--- config.mk ---
export PLATFORM = sky130hd
export DESIGN_NAME = instr_fetch_queue
export DESIGN_NICKNAME = d
export VERILOG_FILES = /design/src/rtl/instr_fetch_queue_pkg.sv /design/src/rtl/instr_fetch_queue_fifo.sv /design/src/rtl/instr_fetch_queue.sv
export SDC_FILE = /design/constraint.sdc
export NUM_CORES = 1
export LEC_CHECK = 0
export BUFFER_PORTS_ARGS = -buffer_cell sky130_fd_sc_hd__clkbuf_2
export CAP_MARGIN = 40
export CORE_ASPECT_RATIO = 2
export CORE_UTILIZATION = 57
export DETAILED_ROUTE_END_ITERATION = 6
export PLACE_DENSITY_LB_ADDON = 0.3
export SLEW_MARGIN = 20
export SYNTH_ARGS = -nofsm -noshare
export SYNTH_HDL_FRONTEND = slang
export SYNTH_SLANG_ARGS = --single-unit
--- constraint.sdc ---
create_clock -name CLK -period 4.9 [get_ports CLK]
set_input_delay 0.245 -clock CLK [delete_from_list [all_inputs] [get_ports CLK]]
set_output_delay 0.245 -clock CLK [all_outputs]
set_load 0.005 [all_outputs]
--- src/rtl/instr_fetch_queue_pkg.sv ---
// ---------------------------------------------------------------------------
// instr_fetch_queue_pkg
//   Shared constants and types for the instruction fetch queue:
//     IFQ_NOP       - instruction word presented downstream when the queue is empty
//     IFQ_RESET_PC  - default first fetch address after reset
//     ifq_state_e   - fetch FSM encoding (IFQ_FETCH / IFQ_DRAIN)
//     ifq_entry_t   - one queue entry {instr, pc}
//     ifq_next_pc() - sequential PC step (wraps mod 2^32)
// ---------------------------------------------------------------------------
package instr_fetch_queue_pkg;

    localparam logic [31:0] IFQ_NOP      = 32'h0000_0000;
    localparam logic [31:0] IFQ_RESET_PC = 32'hBFC0_0000;

    typedef enum logic {
        IFQ_FETCH = 1'b0,
        IFQ_DRAIN = 1'b1
    } ifq_state_e;

    typedef struct packed {
        logic [31:0] instr;
        logic [31:0] pc;
    } ifq_entry_t;

    function automatic logic [31:0] ifq_next_pc(input logic [31:0] pc);
        return pc + 32'd4;
    endfunction

endpackage

--- src/rtl/instr_fetch_queue_fifo.sv ---
// ---------------------------------------------------------------------------
// ifq_fifo
//   In-order DEPTH x {instr, pc} queue. Push and pop may happen in the same
//   cycle at any occupancy, including full. clear empties the queue and has
//   priority over push/pop.
//   Ports:
//     clk, reset                 - clock, synchronous active-high reset
//     clear                      - drop all entries this cycle
//     push, push_instr, push_pc  - enqueue one entry
//     pop                        - dequeue the head (ignored when empty)
//     head_instr, head_pc        - current head entry (undefined when empty)
//     count, empty, full         - occupancy
// ---------------------------------------------------------------------------
module ifq_fifo
    import instr_fetch_queue_pkg::*;
#(
    parameter int DEPTH = 4,
    localparam int PTR_W = $clog2(DEPTH),
    localparam int CNT_W = PTR_W + 1
) (
    input  logic             clk,
    input  logic             reset,
    input  logic             clear,
    input  logic             push,
    input  logic [31:0]      push_instr,
    input  logic [31:0]      push_pc,
    input  logic             pop,
    output logic [31:0]      head_instr,
    output logic [31:0]      head_pc,
    output logic [CNT_W-1:0] count,
    output logic             empty,
    output logic             full
);

    ifq_entry_t       mem [DEPTH];
    logic [PTR_W-1:0] wr_ptr;
    logic [PTR_W-1:0] rd_ptr;
    logic             do_push;
    logic             do_pop;

    assign empty   = (count == '0);
    assign full    = (count == CNT_W'(DEPTH));
    assign do_pop  = pop && !empty;
    // A pop frees the slot at the same edge, so a push into a full queue is
    // legal when it is paired with a pop.
    assign do_push = push && (!full || do_pop);

    // DEPTH is a power of two, so the pointers wrap naturally.
    always_ff @(posedge clk) begin
        if (reset || clear) begin
            wr_ptr <= '0;
            rd_ptr <= '0;
            count  <= '0;
        end else begin
            if (do_push) wr_ptr <= wr_ptr + 1'b1;
            if (do_pop)  rd_ptr <= rd_ptr + 1'b1;
            count <= count + CNT_W'(do_push) - CNT_W'(do_pop);
        end
    end

    always_ff @(posedge clk) begin
        if (do_push && !clear && !reset) begin
            mem[wr_ptr] <= '{instr: push_instr, pc: push_pc};
        end
    end

    assign head_instr = mem[rd_ptr].instr;
    assign head_pc    = mem[rd_ptr].pc;

endmodule

--- src/rtl/instr_fetch_queue.sv ---
// ---------------------------------------------------------------------------
// instr_fetch_queue
//   IF stage producer: issues instruction-memory fetches, buffers returned
//   words in order and presents the head to the IF/ID register. An empty
//   queue presents a NOP bubble (instr IFQ_NOP, pc 0, pc+4 0).
//
//   Optional feature macro: IFQ_PERF_EN builds a saturating bubble counter on
//   PERF_BUBBLES; without it PERF_BUBBLES is tied to 0.
//
//   Ports:
//     CLK, RESET            - clock, synchronous active-high reset
//     STALL                 - IF/ID frozen, hold the head
//     REDIRECT, REDIRECT_PC - flush queue and in-flight fetches, restart at PC
//     IMEM_REQ, IMEM_ADDR   - fetch request (issue when IMEM_ACK also high)
//     IMEM_ACK              - memory accepts the request this cycle
//     IMEM_RVALID/RDATA     - in-order fetch responses
//     Instr1_IF             - head instruction
//     Instr_PC_IF           - head PC
//     Instr_PC_Plus4_IF     - head PC + 4
//     PERF_BUBBLES          - count of NOP bubbles handed downstream
// ---------------------------------------------------------------------------
module instr_fetch_queue
    import instr_fetch_queue_pkg::*;
#(
    parameter int          DEPTH    = 4,
    parameter int          MAX_OUT  = 2,
    parameter logic [31:0] RESET_PC = IFQ_RESET_PC
) (
    input  logic        CLK,
    input  logic        RESET,
    input  logic        STALL,
    input  logic        REDIRECT,
    input  logic [31:0] REDIRECT_PC,
    output logic        IMEM_REQ,
    output logic [31:0] IMEM_ADDR,
    input  logic        IMEM_ACK,
    input  logic        IMEM_RVALID,
    input  logic [31:0] IMEM_RDATA,
    output logic [31:0] Instr1_IF,
    output logic [31:0] Instr_PC_IF,
    output logic [31:0] Instr_PC_Plus4_IF,
    output logic [31:0] PERF_BUBBLES
);

    localparam int               CNT_W     = $clog2(DEPTH) + 1;
    localparam logic [CNT_W:0]   DEPTH_LIM = (CNT_W + 1)'(DEPTH);
    localparam logic [CNT_W-1:0] OUT_LIM   = CNT_W'(MAX_OUT);

    ifq_state_e       state;
    logic [31:0]      fetch_pc;
    logic [31:0]      resp_pc;
    logic [CNT_W-1:0] outstanding;
    logic [CNT_W-1:0] drop_cnt;
    logic [CNT_W-1:0] drop_next;
    logic [CNT_W:0]   credit_sum;

    logic             rsp;
    logic             issue;
    logic             push;
    logic             pop;
    logic [31:0]      head_instr;
    logic [31:0]      head_pc;
    logic [CNT_W-1:0] count;
    logic             empty;
    logic             full;

    // Responses with nothing in flight are stray (memory's fault); ignoring
    // them keeps the counters from wrapping.
    assign rsp = IMEM_RVALID && (outstanding != '0);

    // Credit rule: every outstanding fetch already owns a queue slot, so a
    // response can always be pushed without checking for space.
    assign credit_sum = {1'b0, count} + {1'b0, outstanding};

    assign IMEM_REQ  = !RESET && !REDIRECT && (state == IFQ_FETCH) &&
                       (outstanding < OUT_LIM) && !full &&
                       (credit_sum < DEPTH_LIM);
    assign IMEM_ADDR = fetch_pc;
    assign issue     = IMEM_REQ && IMEM_ACK;

    assign push = (state == IFQ_FETCH) && rsp && !REDIRECT;
    assign pop  = !STALL && !empty && !REDIRECT;

    // In-flight fetches left over after a redirect; a response arriving in
    // the redirect cycle itself is discarded immediately, and no new issue
    // can happen that cycle because IMEM_REQ is forced low.
    assign drop_next = outstanding - CNT_W'(rsp);

    // Fetch FSM, PC trackers, in-flight and drop counters.
    always_ff @(posedge CLK) begin
        if (RESET) begin
            state       <= IFQ_FETCH;
            fetch_pc    <= RESET_PC;
            resp_pc     <= RESET_PC;
            outstanding <= '0;
            drop_cnt    <= '0;
        end else if (REDIRECT) begin
            fetch_pc    <= REDIRECT_PC;
            resp_pc     <= REDIRECT_PC;
            outstanding <= drop_next;
            drop_cnt    <= drop_next;
            state       <= (drop_next != '0) ? IFQ_DRAIN : IFQ_FETCH;
        end else begin
            case (state)
                IFQ_FETCH: begin
                    if (issue) fetch_pc <= ifq_next_pc(fetch_pc);
                    if (rsp)   resp_pc  <= ifq_next_pc(resp_pc);
                    outstanding <= outstanding + CNT_W'(issue) - CNT_W'(rsp);
                end
                IFQ_DRAIN: begin
                    if (rsp) begin
                        outstanding <= outstanding - 1'b1;
                        drop_cnt    <= drop_cnt - 1'b1;
                        if (drop_cnt == CNT_W'(1)) state <= IFQ_FETCH;
                    end else if (drop_cnt == '0) begin
                        state <= IFQ_FETCH;
                    end
                end
                default: state <= IFQ_FETCH;
            endcase
        end
    end

    ifq_fifo #(
        .DEPTH(DEPTH)
    ) u_fifo (
        .clk        (CLK),
        .reset      (RESET),
        .clear      (REDIRECT),
        .push       (push),
        .push_instr (IMEM_RDATA),
        .push_pc    (resp_pc),
        .pop        (pop),
        .head_instr (head_instr),
        .head_pc    (head_pc),
        .count      (count),
        .empty      (empty),
        .full       (full)
    );

    assign Instr1_IF         = empty ? IFQ_NOP : head_instr;
    assign Instr_PC_IF       = empty ? 32'h0   : head_pc;
    assign Instr_PC_Plus4_IF = empty ? 32'h0   : ifq_next_pc(head_pc);

`ifdef IFQ_PERF_EN
    // A bubble is handed downstream whenever IF/ID loads while we are empty.
    logic [31:0] bubble_cnt;

    always_ff @(posedge CLK) begin
        if (RESET) begin
            bubble_cnt <= '0;
        end else if (!STALL && empty && (bubble_cnt != 32'hFFFF_FFFF)) begin
            bubble_cnt <= bubble_cnt + 32'd1;
        end
    end

    assign PERF_BUBBLES = bubble_cnt;
`else
    assign PERF_BUBBLES = 32'h0;
`endif

endmodule
# Word level (Yosys, flattened, before mapping)
# Memory sizes are Yosys's and may differ from the RTL's. A register that Yosys moved wholly into a read port is not among the register bits.
# Index checks and enable logic that the tools add are counted.
# totals
regBits	78
mem_bits_rw	256
inputBits	70
output_inout_bits	161
wordCells	86
memories	1
# mem_list
memory	depth	word_bits	rd	rd_clocked_by_memory_dff	wr	line_no	rtl
u_fifo.mem	4	64	1	1	1	instr_fetch_queue_fifo.sv:35	ifq_entry_t mem [DEPTH];
# classes
add_sub_neg	13
magnitude_cmp	2
n_eq_ne	4
n_mux	25
bitwise_logic	1
n_reduce_logical	32
# op_table
cell	n
$mux 32	9
$add 32x3->32 const B	3
$logic_and 1x1->1	15
$mux 3	5
$sub 3x1->3	3
$mux 1	8
$add 3x1->3	2
$logic_not 3->1	2
$pmux 3 s2	1
$reduce_and 2->1	3
$reduce_bool 2->1	3
$reduce_bool 3->1	2
$sub 3x1->3 const B	2
$logic_not 1->1	5
$add 2x1->2 const B	2
$add 3x3->4	1
$lt 4x3->1 const B	1
$mux 2	2
$eq 3x1->1 const B	1
$eq 3x3->1 const B	1
$lt 3x2->1 const B	1
$ne 3x2->1 const B	1
$logic_or 1x1->1	2
$ne 2x2->1 const B	1
$not 1->1	1

# Depth between registers and ports, before layout
# logic_depth
ltp_word	11
depth_mapped	17
mapped_depth_nobuf	16

# Cells and area by module
# Synthesis repeated with hierarchy kept, for this count alone.
# hier_totals
hier_cells	1100
hier_area_um2	15157.0
# by_module_without_submodules
module	n_inst	cells_each	area_per_inst_um2	seq_area_each_um2
ifq_fifo	1	381	9785.6	7867.5
instr_fetch_queue	1	719	5371.4	1421.4

# Worst setup path after synthesis
# No wires, ideal clock.
# synth_path
path_type	register -> register
start	register outstanding[0]
end	memory u_fifo.mem[0][0] in the netlist's numbering, enable pin
arrival_time_ps	3135
required_time_ps	4471
setup_slack_ps	1337
path_stages_with_launch	8
path_buffers	0
synth_period_minus_slack_ps	3563
cell_sequence	dfxtp_1 > inv_1 > ha_1 > ha_1 > nor3b_1 > nand2_1 > nor3_1 > and2_1
# synth_via
elab_chain_len	9
# synth_lines
element	line_no	rtl
start, declared	instr_fetch_queue.sv:52	logic [CNT_W-1:0] outstanding;
start signal, assigned	instr_fetch_queue.sv:100	outstanding <= drop_next;
start signal, assigned	instr_fetch_queue.sv:108	outstanding <= outstanding + CNT_W'(issue) - CNT_W'(rsp);
start signal, assigned	instr_fetch_queue.sv:112	outstanding <= outstanding - 1'b1;
$reduce_bool 3->1	instr_fetch_queue.sv:69	assign rsp = IMEM_RVALID && (outstanding != '0);
$logic_and 1x1->1	instr_fetch_queue.sv:69	
$logic_and 1x1->1 (2 in series)	instr_fetch_queue.sv:81	assign push = (state == IFQ_FETCH) && rsp && !REDIRECT;
$logic_and 1x1->1	instr_fetch_queue_fifo.sv:46	assign do_push = push && (!full || do_pop);
$logic_and 1x1->1 (2 in series)	instr_fetch_queue_fifo.sv:62	if (do_push && !clear && !reset) begin
$mux 1	instr_fetch_queue_fifo.sv:62	
$mux 1 (implied by the code)	instr_fetch_queue_fifo.sv:63	mem[wr_ptr] <= '{instr: push_instr, pc: push_pc};
end, declared	instr_fetch_queue_fifo.sv:35	
# Every way passes these cells.

# Worst setup path after layout
# layout_path
start	register u_fifo.count[2]
end	register outstanding[1]
# layout_via
elab_chain_len	9
word_cells_on_any_way	11
cone_classes	add/sub (3); order compare (1); eq/ne (1); mux (2); reduce/logical (4)
# layout_lines
element	line_no	rtl
start, declared	instr_fetch_queue_fifo.sv:30	output logic [CNT_W-1:0] count,
start signal, assigned	instr_fetch_queue_fifo.sv:57	count <= count + CNT_W'(do_push) - CNT_W'(do_pop);
parallel branches: the longest is 3 deep, another holds $add 3x3->4	--	
$logic_and 1x1->1 (*)	instr_fetch_queue.sv:76	(outstanding < OUT_LIM) && !full &&
$logic_and 1x1->1 (*)	instr_fetch_queue.sv:79	assign issue = IMEM_REQ && IMEM_ACK;
$add 3x1->3 (*)	instr_fetch_queue.sv:108	
$sub 3x1->3 (*)	instr_fetch_queue.sv:108	
$pmux 3 s2 (*)	instr_fetch_queue.sv:104	case (state)
$mux 3 (*)	instr_fetch_queue.sv:97	end else if (REDIRECT) begin
# Mark *: on every way between the ends.
# A chain may end at the register's enable or synchronous reset.

==> results <==
- The flow ran to the end, and the final reports show no timing, DRC or antenna violations.
- The number of buffers on the longest clock path is 3.
- The mean instance size in the synthesized netlist is 13.89 µm².
- Setup violations remaining at the end of the flow were counted as 0.
- The achievable clock frequency is around 260 MHz.
- The pin count of the biggest net entering global routing is 79.
- The final layout contains 1,414 nets.
- The final max-slew violation count is 0.
- The tool flagged a number of max-cap violations equal to 0.
- The floorplan step defined a die boundary enclosing 27,180 µm².
- The routed via count divided by cell count is 5.644.
- The met3 demand-to-capacity share in global routing is 0.02662.
- By area the synthesized netlist is led by edfxtp_1, dfxtp_1, mux4_2.
- Summed over all cells, the static leakage comes to between 6 and 7 nW.
- The clock root buffer is clkbuf_16.
- The worst hold slack is between 0.02 and 0.025 ns.
- In the final routed layout, each cell accounts on average for slightly below 20 µm.
- The most common cell after layout, fill and taps aside is edfxtp_1.
- In this run the core area contains 83 standard-cell rows.
- The number of CTS-inserted buffers is 27.
- The final clock period utilization by the worst path is 0.7819.
- The completed layout was analyzed and its total power is ~6.3 mW.
- Setup repair after global routing left no endpoint under its margin.
- The sort of element at the start of the critical path is a register.
- Across the whole layout, storage elements account for between 9000 and 10,000 µm².
- In the routed design, unresolved DRC markers number 0.
- The multi-input combinational cell area is about 5300 µm².
- The final setup skew is about 0.017 ns.
- The number of synthesis warnings is 0.
- The initial core utilization is 0.5839.
- The kind of critical path is register to register.
- The via count of the first global-routing pass is 9,566.
- Leaving out fill and tap cells, the most frequent cells in the layout are edfxtp_1, clkbuf_2, dfxtp_1.
- CTS built an H-tree with a depth of 1.
- The final estimated routing congestion in global placement is 0.9010.
- The floorplan step set the die width to about 120 µm.
- After detailed placement, the total cell area comes to between 15,000 and 20,000 µm².
- The worst IR drop on VDD is between 0.3 and 0.4 mV.
- The proportion of layout cells with a drive suffix above 1 is 0.2595.
- The global-route wire length before repair is ~50,000 µm.
- The first detailed-routing pass ran for 5 iterations.
- Once layout is complete, the utilization of the core stands at 0.6839.
- The number of antenna diodes in the final layout is 0.
- The met2 usage is 0.4543.
- The initial antenna violation count is 0.
- For this design the top-level I/O count stands at about 230.
- The most used flip-flop cell after synthesis is edfxtp_1.
- The detailed router's first-iteration violation count is ~600.
- The layer flagged by global routing as most heavily used is met2.
- The routed wire length is around 32,000 µm.
- STA classifies the critical path endpoint as a register.
- The hold violation count in the final report is 0.
- Of all nets on the critical path, the largest fanout is 14.
- The number of enable flip-flop cells after synthesis is roughly 260.
- Buffers placed on the I/O ports in this run total slightly below 200.
- Synthesis produced a netlist whose cell count is approximately 1,100.
- With fillers left out, the area of the finished cells amounts to 17,690 µm².
- The clock-pin transition on the worst setup and hold timing paths is ~0.07 ns.
- In the global route stage, met1 resource usage came out at 0.2808.
- The arrival time of data at the critical path endpoint is around 4.3 ns.
- The total power divided by cell area is roughly 360 nW/µm².
- The synthesized design spends more area on one cell type than any other, namely edfxtp_1.
- The relative slew slack is 0.4813.
- The min-delay analysis places its worst path in the category primary input to register.
- The overall via count from detail_route is 9,487.
- The fill cell total of the finished layout is 1,829.
- TritonCTS built the clock tree.
- The number of clock sinks is ~340.
- The total congestion overflow after global routing is 0.
- The number of register bits inferred by synthesis is between 300 and 400.
- The area share of the largest cell type after synthesis is 0.5091.
- At the later pin of the worst-skew pair, clock insertion delay measures around 0.54 ns.
- The count of nets left with antenna violations once routing finished came out at 0.
- After synthesis the cells add up to 15,100 µm².
- The post-layout minimum cycle time is about 3.8 ns.
- Summed over all nets, the half-perimeter wirelength after detailed placement is between 20,000 and 25,000 µm.
- The total negative setup slack is 0 ns.
- The area overhead of the layout relative to synthesis is 17.13%.
- The core region is around 26,000 µm².
- Counting distinct cell types in the post-synthesis netlist gives 58.
- Counting flops with an async set or reset pin after synthesis yields a share of 0.
- For this run, the total global-route usage over all layers was measured as 0.2460.
- The share of the Yosys chip area taken by registers is 0.6152.
- The slew of the pin with the lowest slew margin is between 0.7 and 0.8 ns.
- The die outline height is 232.2 µm.
- The required arrival time at the worst endpoint is 5.37 ns.
-- power breakdown --
group | total, mW | internal, mW | leakage, nW | switching (mW)
Clock | 2.20 | 1.26 | 0.440 | 0.947
Combinational | 0.797 | 0.367 | 2.85 | 0.430
Sequential | 3.29 | 3.18 | 2.97 | 0.110
Total | 6.29 | 4.80 | 6.26 | 1.49
-- critical path, cell delays in order (launching register included) --
cell,delay [ns]
dfxtp_1,0.46
ha_1,0.28
or3b_2,0.47
a2111oi_4,0.44
and2_4,0.33
inv_2,0.18
ha_1,0.32
inv_1,0.04
ha_1,0.18
fa_1,0.49
inv_1,0.04
mux2i_1,0.12
nand2_1,0.07
a21oi_1,0.18
a21oi_1,0.06
nor2_1,0.09
-- flip-flops by register name, summed over array words and instances (netlist names), named ones only --
signal / cells
drop_cnt: 3
state: 1
resp_pc: 32
u_fifo.rd_ptr: 2
outstanding: 3
u_fifo.mem: 256
IMEM_ADDR: 32
u_fifo.wr_ptr: 2
u_fifo.count: 3
-- cell families (layout without fill, tap and decap cells) --
kind of cell             count (synthesis)  in the layout  synth area share
AO/OA/AOI/OAI                          113            113           0.04881
XOR/XNOR                                86             86           0.04988
adder cells (fa/ha/maj)                 23             23           0.02005
buffers and inverters                  121            344           0.04118
flip-flops                             336            336            0.6152
multiplexers                            81             81            0.1071
other                                    1             32         0.0002484
AND/OR/NAND/NOR                        326            326            0.1176
-- through the flow --
stage | instances | worst slack [ns]
2_1_floorplan | 1118 | 1.337
3_5_place_dp | 1587 | 1.104
5_1_grt | 1681 | 0.8728
3_3_place_gp | 1586 | 1.177
6_report | 1681 | 1.069
4_1_cts | 1680 | 1.089
-- path summary, 6_finish.rpt --
check	slack, ns	depth (start not counted)	startpoint	endpoint
min	0.02	3	REDIRECT_PC[5]	IMEM_ADDR[5]
max	1.07	15	u_fifo.count[2]	outstanding[1]
min reg2reg	0.47	2	IMEM_ADDR[1]	IMEM_ADDR[1]
max reg2reg	1.07	15	u_fifo.count[2]	outstanding[1]
-- area by class of cell --
cell class	count	share of cell area
multi-input cells	661	0.3005
inverters	34	0.007216
repair buffers	261	0.09169
clock buffers	35	0.04103
well taps	340	0.02405
clock inverters	14	0.009834
flip-flops and latches	336	0.5256
-- layer usage --
| layer | part of all wire | vias up |
|---|---|---|
| li1 | - | 4430 |
| met1 | 0.37 | 4654 |
| met2 | 0.55 | 342 |
| met3 | 0.045 | 61 |
| met4 | 0.037 | 0 |
| met5 | 0 | - |
-- cells in the mapped netlist (21+ instances only) --
library cell  number
edfxtp_1         256
dfxtp_1           80
nor2_1            67
mux4_2            64
nor2b_1           63
nand2_1           49
a21oi_1           46
xnor2_1           46
xor2_1            40
nand3_1           39
buf_4             36
inv_1             33
clkbuf_1          30
nand4_1           30
ha_1              21
-- what timing repair did --
action	in CTS	in global routing
hold buffers	44	0
endpoints found under the setup margin	0	0
endpoints found under the hold margin	150	0
buffers inserted	0	0
gates resized for setup	0	0
(Power assumes the default switching activity.)
